## config.mk

```make
export PLATFORM = sky130hd
export DESIGN_NAME = int_to_fp_seq
export DESIGN_NICKNAME = d
export VERILOG_FILES = /design/src/rtl/int_to_fp_seq.sv
export SDC_FILE = /design/constraint.sdc
export NUM_CORES = 1
export LEC_CHECK = 0
export BUFFER_PORTS_ARGS = -buffer_cell sky130_fd_sc_hd__buf_2
export CAP_MARGIN = 20
export CORE_MARGIN = 3
export CORE_UTILIZATION = 55
export CTS_BUF_LIST = sky130_fd_sc_hd__clkbuf_16
export CTS_CLUSTER_SIZE = 20
export DETAILED_ROUTE_END_ITERATION = 8
export GPL_TIMING_DRIVEN = 1
export PLACE_DENSITY = 0.91
export SLEW_MARGIN = 30
export SYNTH_ARGS = -nofsm -noshare
export SYNTH_HDL_FRONTEND = slang
export SYNTH_SLANG_ARGS = --single-unit
```

## constraint.sdc

```tcl
create_clock -name clk -period 3.45 [get_ports clk]
set_input_delay 0.8625 -clock clk [delete_from_list [all_inputs] [get_ports clk]]
set_output_delay 0.8625 -clock clk [all_outputs]
set_load 0.005 [all_outputs]
```

## src/rtl/int_to_fp_seq.sv

```systemverilog
// Sequential sign-magnitude integer to {sign, exp[3:0], frac[7:0]} converter with a start/done handshake.
// Define INT2FP_FAST_NORM_EN to normalize in a single NORM cycle via a leading-one encoder and barrel shift.
module int_to_fp_seq #(
  parameter int N_BIT = 8,
  parameter int E_BIT = 4
) (
  input  logic                   clk,
  input  logic                   reset_n,
  input  logic                   start,
  input  logic [N_BIT-1:0]       int_in,
  output logic                   ready,
  output logic                   done_tick,
  output logic [N_BIT+E_BIT:0]   fp_out
);

  typedef enum logic {IDLE, NORM} state_t;

  state_t               state, state_n;
  logic                 sign_r, sign_n;
  logic                 zero_r, zero_n;
  logic [E_BIT-1:0]     exp_r, exp_n;
  logic [N_BIT-1:0]     frac_r, frac_n;
  logic [N_BIT+E_BIT:0] fp_n;
  logic                 done_n;

  // NOTE: sequential state uses non-blocking assignments so every register samples pre-edge values.
  always_ff @(posedge clk or negedge reset_n) begin
    if (!reset_n) begin
      state     <= IDLE;
      sign_r    <= 1'b0;
      zero_r    <= 1'b0;
      exp_r     <= '0;
      frac_r    <= '0;
      fp_out    <= '0;
      done_tick <= 1'b0;
    end else begin
      state     <= state_n;
      sign_r    <= sign_n;
      zero_r    <= zero_n;
      exp_r     <= exp_n;
      frac_r    <= frac_n;
      fp_out    <= fp_n;
      done_tick <= done_n;
    end
  end

  assign ready = (state == IDLE);

`ifdef INT2FP_FAST_NORM_EN
  // Leading zeros of the magnitude held in frac_r[N_BIT-1:1]; later (higher) hits override earlier ones.
  logic [2:0] lz;
  always_comb begin
    lz = '0;
    for (int i = 0; i < N_BIT - 1; i++) begin
      if (frac_r[i+1]) lz = 3'(N_BIT - 2 - i);
    end
  end
`endif

  // NOTE: every combinational output is defaulted first, so no path can leave one unassigned and infer a latch.
  always_comb begin
    state_n = state;
    sign_n  = sign_r;
    zero_n  = zero_r;
    exp_n   = exp_r;
    frac_n  = frac_r;
    fp_n    = fp_out;
    done_n  = 1'b0;

    unique case (state)
      IDLE: begin
        if (start) begin
          sign_n  = int_in[N_BIT-1];
          frac_n  = {int_in[N_BIT-2:0], 1'b0};
          exp_n   = E_BIT'(N_BIT - 1);
          zero_n  = (int_in[N_BIT-2:0] == '0);
          state_n = NORM;
        end
      end
      NORM: begin
        if (zero_r) begin
          // Sign survives so -0 stays distinguishable downstream.
          fp_n    = {sign_r, {(N_BIT+E_BIT){1'b0}}};
          done_n  = 1'b1;
          state_n = IDLE;
        end else begin
`ifdef INT2FP_FAST_NORM_EN
          fp_n    = {sign_r, exp_r - E_BIT'(lz), frac_r << lz};
          done_n  = 1'b1;
          state_n = IDLE;
`else
          if (frac_r[N_BIT-1]) begin
            fp_n    = {sign_r, exp_r, frac_r};
            done_n  = 1'b1;
            state_n = IDLE;
          end else begin
            frac_n = frac_r << 1;
            exp_n  = exp_r - E_BIT'(1);
          end
`endif
        end
      end
      default: state_n = IDLE;
    endcase
  end

endmodule

```

# After elaboration in Yosys (flattened, before gate mapping)
# Index checks and enable logic that the tools add are counted.
dict set report totals {
  ff_bits 29
  out_inout_bits 15
  elab_cells 36
}
dict set report op_classes {
  add_sub_neg 1
  eq_ne 3
  n_mux 17
  bitwise 1
  reduce_logical 6
}
# op n
set op_table {}
lappend op_table {{2-to-1 mux 13 bit} 2}
lappend op_table {{2-to-1 mux 8 bit} 3}
lappend op_table {{case mux 8 bit (2 select lines)} 1}
lappend op_table {{2-to-1 mux 4 bit} 3}
lappend op_table {{case mux 4 bit (2 select lines)} 1}
lappend op_table {{logical NOT 7 bit} 1}
lappend op_table {{2-to-1 mux 1 bit} 6}
lappend op_table {{!= test 2 bit (second input constant)} 3}
lappend op_table {{AND reduction 2 bit} 3}
lappend op_table {{subtractor 4 x 1 -> 4 bit (second input constant)} 1}
lappend op_table {{AND reduction 3 bit} 1}
lappend op_table {{case mux 1 bit (2 select lines)} 1}
lappend op_table {{nonzero test 2 bit} 1}
lappend op_table {{NOT 1 bit} 1}

# Longest topological paths before layout
dict set report logic_depth {
  word_depth 4
  depth_mapped 5
  ltp_nobuf 4
}

# Least setup slack after synthesis
# No wires, ideal clock.
dict set report synth_timing {
  path_type {register to output}
  start {register state}
  end {output port ready}
  arrival_ns 0.814
  setup_slack_ns 1.773
  stages_incl_launch_ff 4
  path_buffers 2
  path_cell_list {dfrtp_1 buf_4 inv_1 clkbuf_1}
}
dict set report synth_between {
  elab_chain_cells 1
}
# item line
set synth_rtl {}
lappend synth_rtl {{start, declared} 18} ;# state_t state, state_n;
lappend synth_rtl {{start signal, assigned} 37} ;# state <= state_n;
lappend synth_rtl {{NOT 1 bit (no source line)} n/a}
lappend synth_rtl {{end, declared} 11} ;# output logic ready,
# No other way between the ends.

# Worst setup path after layout
# Ends and elaborated chain as after synthesis.

==> flow_summary.ini <==
[status]
status = finished clean

[floorplanning]
pin_count = 26
rows = 16
die-area_mm2 = 0.002909
dieHeight_um = 53.94
start_util_pct = 61.29
dieWidth_um = 53.94
core_mm2 = 0.002062

[pwr]
p_seq_share_pct = 44.5
internal_power_mw = 0.8711
swShare_pct = 35.79
power_mw = 1.357
p_switching_mw = 0.4855
leakagePower_nw = 0.7081
p_clk_share_pct = 19.3
p_comb_share_pct = 36.2
powerDensity_mw_per_mm2 = 929.1
ir_drop_mv = 0.4801

[worst_setup_path]
worstPathArrival_ps = 1210
max_stage_delay_ps = 460
slowest_stage = dfrtp_1
r2r_cells = 3
crit_path_cell_trace = inv_1, buf_2
critPathLaunch = state
r2r_end = frac_r[3]
critical_path.top_delay_family = buffers and inverters
crit_fanout = 11
r2r_setup_slack_ps = 1700
worstPathRequired_ps = 2590
crit_type = register to output pin
path_buf_inv = 2
cp-start-kind = register
cp-endpoint = ready
critPathCaptureType = output pin
r2r-start = zero_r
path_depth = 2

[clock_tree]
ctsResizeCount = 0
cts_buffers = 3
path_clk_slew_ps = 70
clock_sinks = 28
htreeDepth = 1
cts_setup_buffers = 0
clk_latency_ps = 260
clockBufferDepth = 2
clockRootBuffer = clkbuf_16
holdBufCountCts = 0
cts_tree = built

[final_layout]
synthToLayoutAreaGrowth_pct = 15.54
layout_common_cells = dfrtp_1 (28), buf_2 (25), nor2b_1 (12)
antennaDiodeCount = 0
final_common_cell = dfrtp_1
final_cells = 165
drive_gt1_share_pct = 22.46
nets = 151

[routing]
ant_nets = 0
drc = 0
drt_first_iter_violations = 16
wire_per_inst_um = 15.58
drt-pass1-iter-count = 4
via_per_inst = 5.473
drt_wl_total_mm = 2.571
via_count = 903

[timing]
fin_crit_sh_pct = 60.15
slew_headroom_pct = 51.15
skew_ps = 5.021
hold_violations = 0
setup_slack_ps = 1375
maxSlewViolCount = 0
max_freq_mhz = 481.9
grt_setup_unrepaired = no
setup_tns_ps = 0
final_period_minus_worst_setup_slack_ps = 2075
worst_pin_slew_ps = 731.2
finalSetupViolations = 0

[global_route]
grt_use_total_pct = 20.99
antenna_found_initial = 0
grt_max_degree = 29
gr-usage-met3_pct = 3.601
use_met1_pct = 28.06
use_met2_pct = 32.86
gr-total-overflow = 0
grt.busiest_layer = met2
grt_pass1_wl_mm = 4.250
grt_pass1_vias = 925

[place]
dpl.cell_count = 161
port-buffer-count = 25
dp_slack_ps = 1301
place_hpwl_mm = 1.779
place_congestion = 0.8074

[run]
max_cap_viol_count = 0

[synthesis]
synth-simple-area-share_pct = 14.75
avgSynthCellArea_um2 = 10.89
yosys_register_bits = 28
synth-xor-area-share_pct = 0.6931
synth_compound_area_share_pct = 20.89
synth_area_mm2 = 0.001264
synth_nets = 128
synthDistinctLibCells = 27
synth_top_family_by_area = compound AO/OA/AOI/OAI gates
synthAdderAreaFrac_pct = 0.9901
yosysSeqAreaShare_pct = 55.45
ys_warn_count = 0
synth.mux.area_fraction_pct = 2.475
syn_inst = 116

[worst_hold_path]
min_path_type = register to register
## power by group through the flow
| stage | clock (mW) | sequential [mW] | combinational (mW) |
|---|---|---|---|
| 3_3_place_gp | 0 | 0.595 | 0.470 |
| 3_5_place_dp | 0 | 0.606 | 0.490 |
| 2_1_floorplan | 0 | 0.563 | 0.386 |
| 4_1_cts | 0.270 | 0.604 | 0.498 |
| 6_report | 0.262 | 0.603 | 0.491 |
| 5_1_grt | 0.280 | 0.623 | 0.556 |
## cell type report
cell class / instances / area [um2]
clock buffers: 3 / 75.07
clock inverters: 1 / 3.754
fillers: 165 / 601.8
inverters: 5 / 18.77
multi-input cells: 76 / 503.0
flip-flops and latches: 28 / 700.7
well taps: 27 / 33.78
repair buffers: 25 / 125.1
## Yosys cell counts (all sizes together)
cell / number / area, um2
buf: 5 / 33.78
nor2b: 12 / 75.07
a31oi: 2 / 12.51
a22o: 5 / 43.79
nand2: 10 / 40.04
a21oi: 11 / 55.05
nor3: 3 / 15.01
and2: 2 / 12.51
nand2b: 1 / 6.260
mux2: 1 / 11.26
dfrtp: 28 / 700.7
nor4: 1 / 6.260
ha: 1 / 12.51
o21ai: 4 / 20.02
a21o: 5 / 37.54
inv: 5 / 18.77
a211oi: 1 / 7.510
nand3: 1 / 5.000
nor3b: 1 / 18.77
mux2i: 2 / 20.02
o2bb2ai: 10 / 87.58
xnor2: 1 / 8.760
clkbuf: 2 / 7.510
nor2: 2 / 7.510
## state kept, by name, summed over array words and instances, names as in the netlist
| name | cells |
|---|---|
| exp_r | 4 |
| sign_r | 1 |
| state | 1 |
| done_tick | 1 |
| fp_out | 13 |
| zero_r | 1 |
| frac_r | 7 |
## worst register-to-register path, cell delays in order, from the launching register on
cell and delay, ps:
dfrtp_1 580, nor3b_4 590, nor2_1 220, a21o_1 250
## per-layer routing
layer,routed length (um),vias up
li1,-,452
met1,1180,429
met2,1260,18
met3,100,4
met4,29,0
met5,0,-
## per-stage QoR
| stage | cell area, um2 | hold slack [ps] | util [%] |
|---|---|---|---|
| after floorplan | 1264 | 441.7 | - |
| after global placement | 1381 | 458.0 | 66.99 |
| after detailed placement | 1381 | 467.5 | 66.99 |
| after CTS | 1460 | 478.6 | 70.81 |
| after global routing | 1460 | 485.1 | 70.81 |
| final | 1460 | 477.4 | 70.81 |
## cell families (layout without fill, tap and decap cells)
| kind of cell | count (synthesis) | in the layout |
|---|---|---|
| buffers and inverters | 12 | 34 |
| flip-flops | 28 | 28 |
| AND/OR/NAND/NOR | 33 | 33 |
| adder cells (fa/ha/maj) | 1 | 1 |
| multiplexers | 3 | 3 |
| XOR/XNOR | 1 | 1 |
| AO/OA/AOI/OAI | 38 | 38 |
## how the worst min path moves through the flow
stage               startpoint  endpoint  slack [ps]  cells past startpoint
finish                  sign_r    sign_r         480                      2
global route          exp_r[3]  exp_r[3]         490                      1
CTS                   exp_r[3]  exp_r[3]         480                      1
detailed placement      sign_r    sign_r         470                      2
global placement        sign_r    sign_r         460                      2
floorplan               sign_r    sign_r         440                      2
Note: power is estimated with default switching activity, not from simulation.
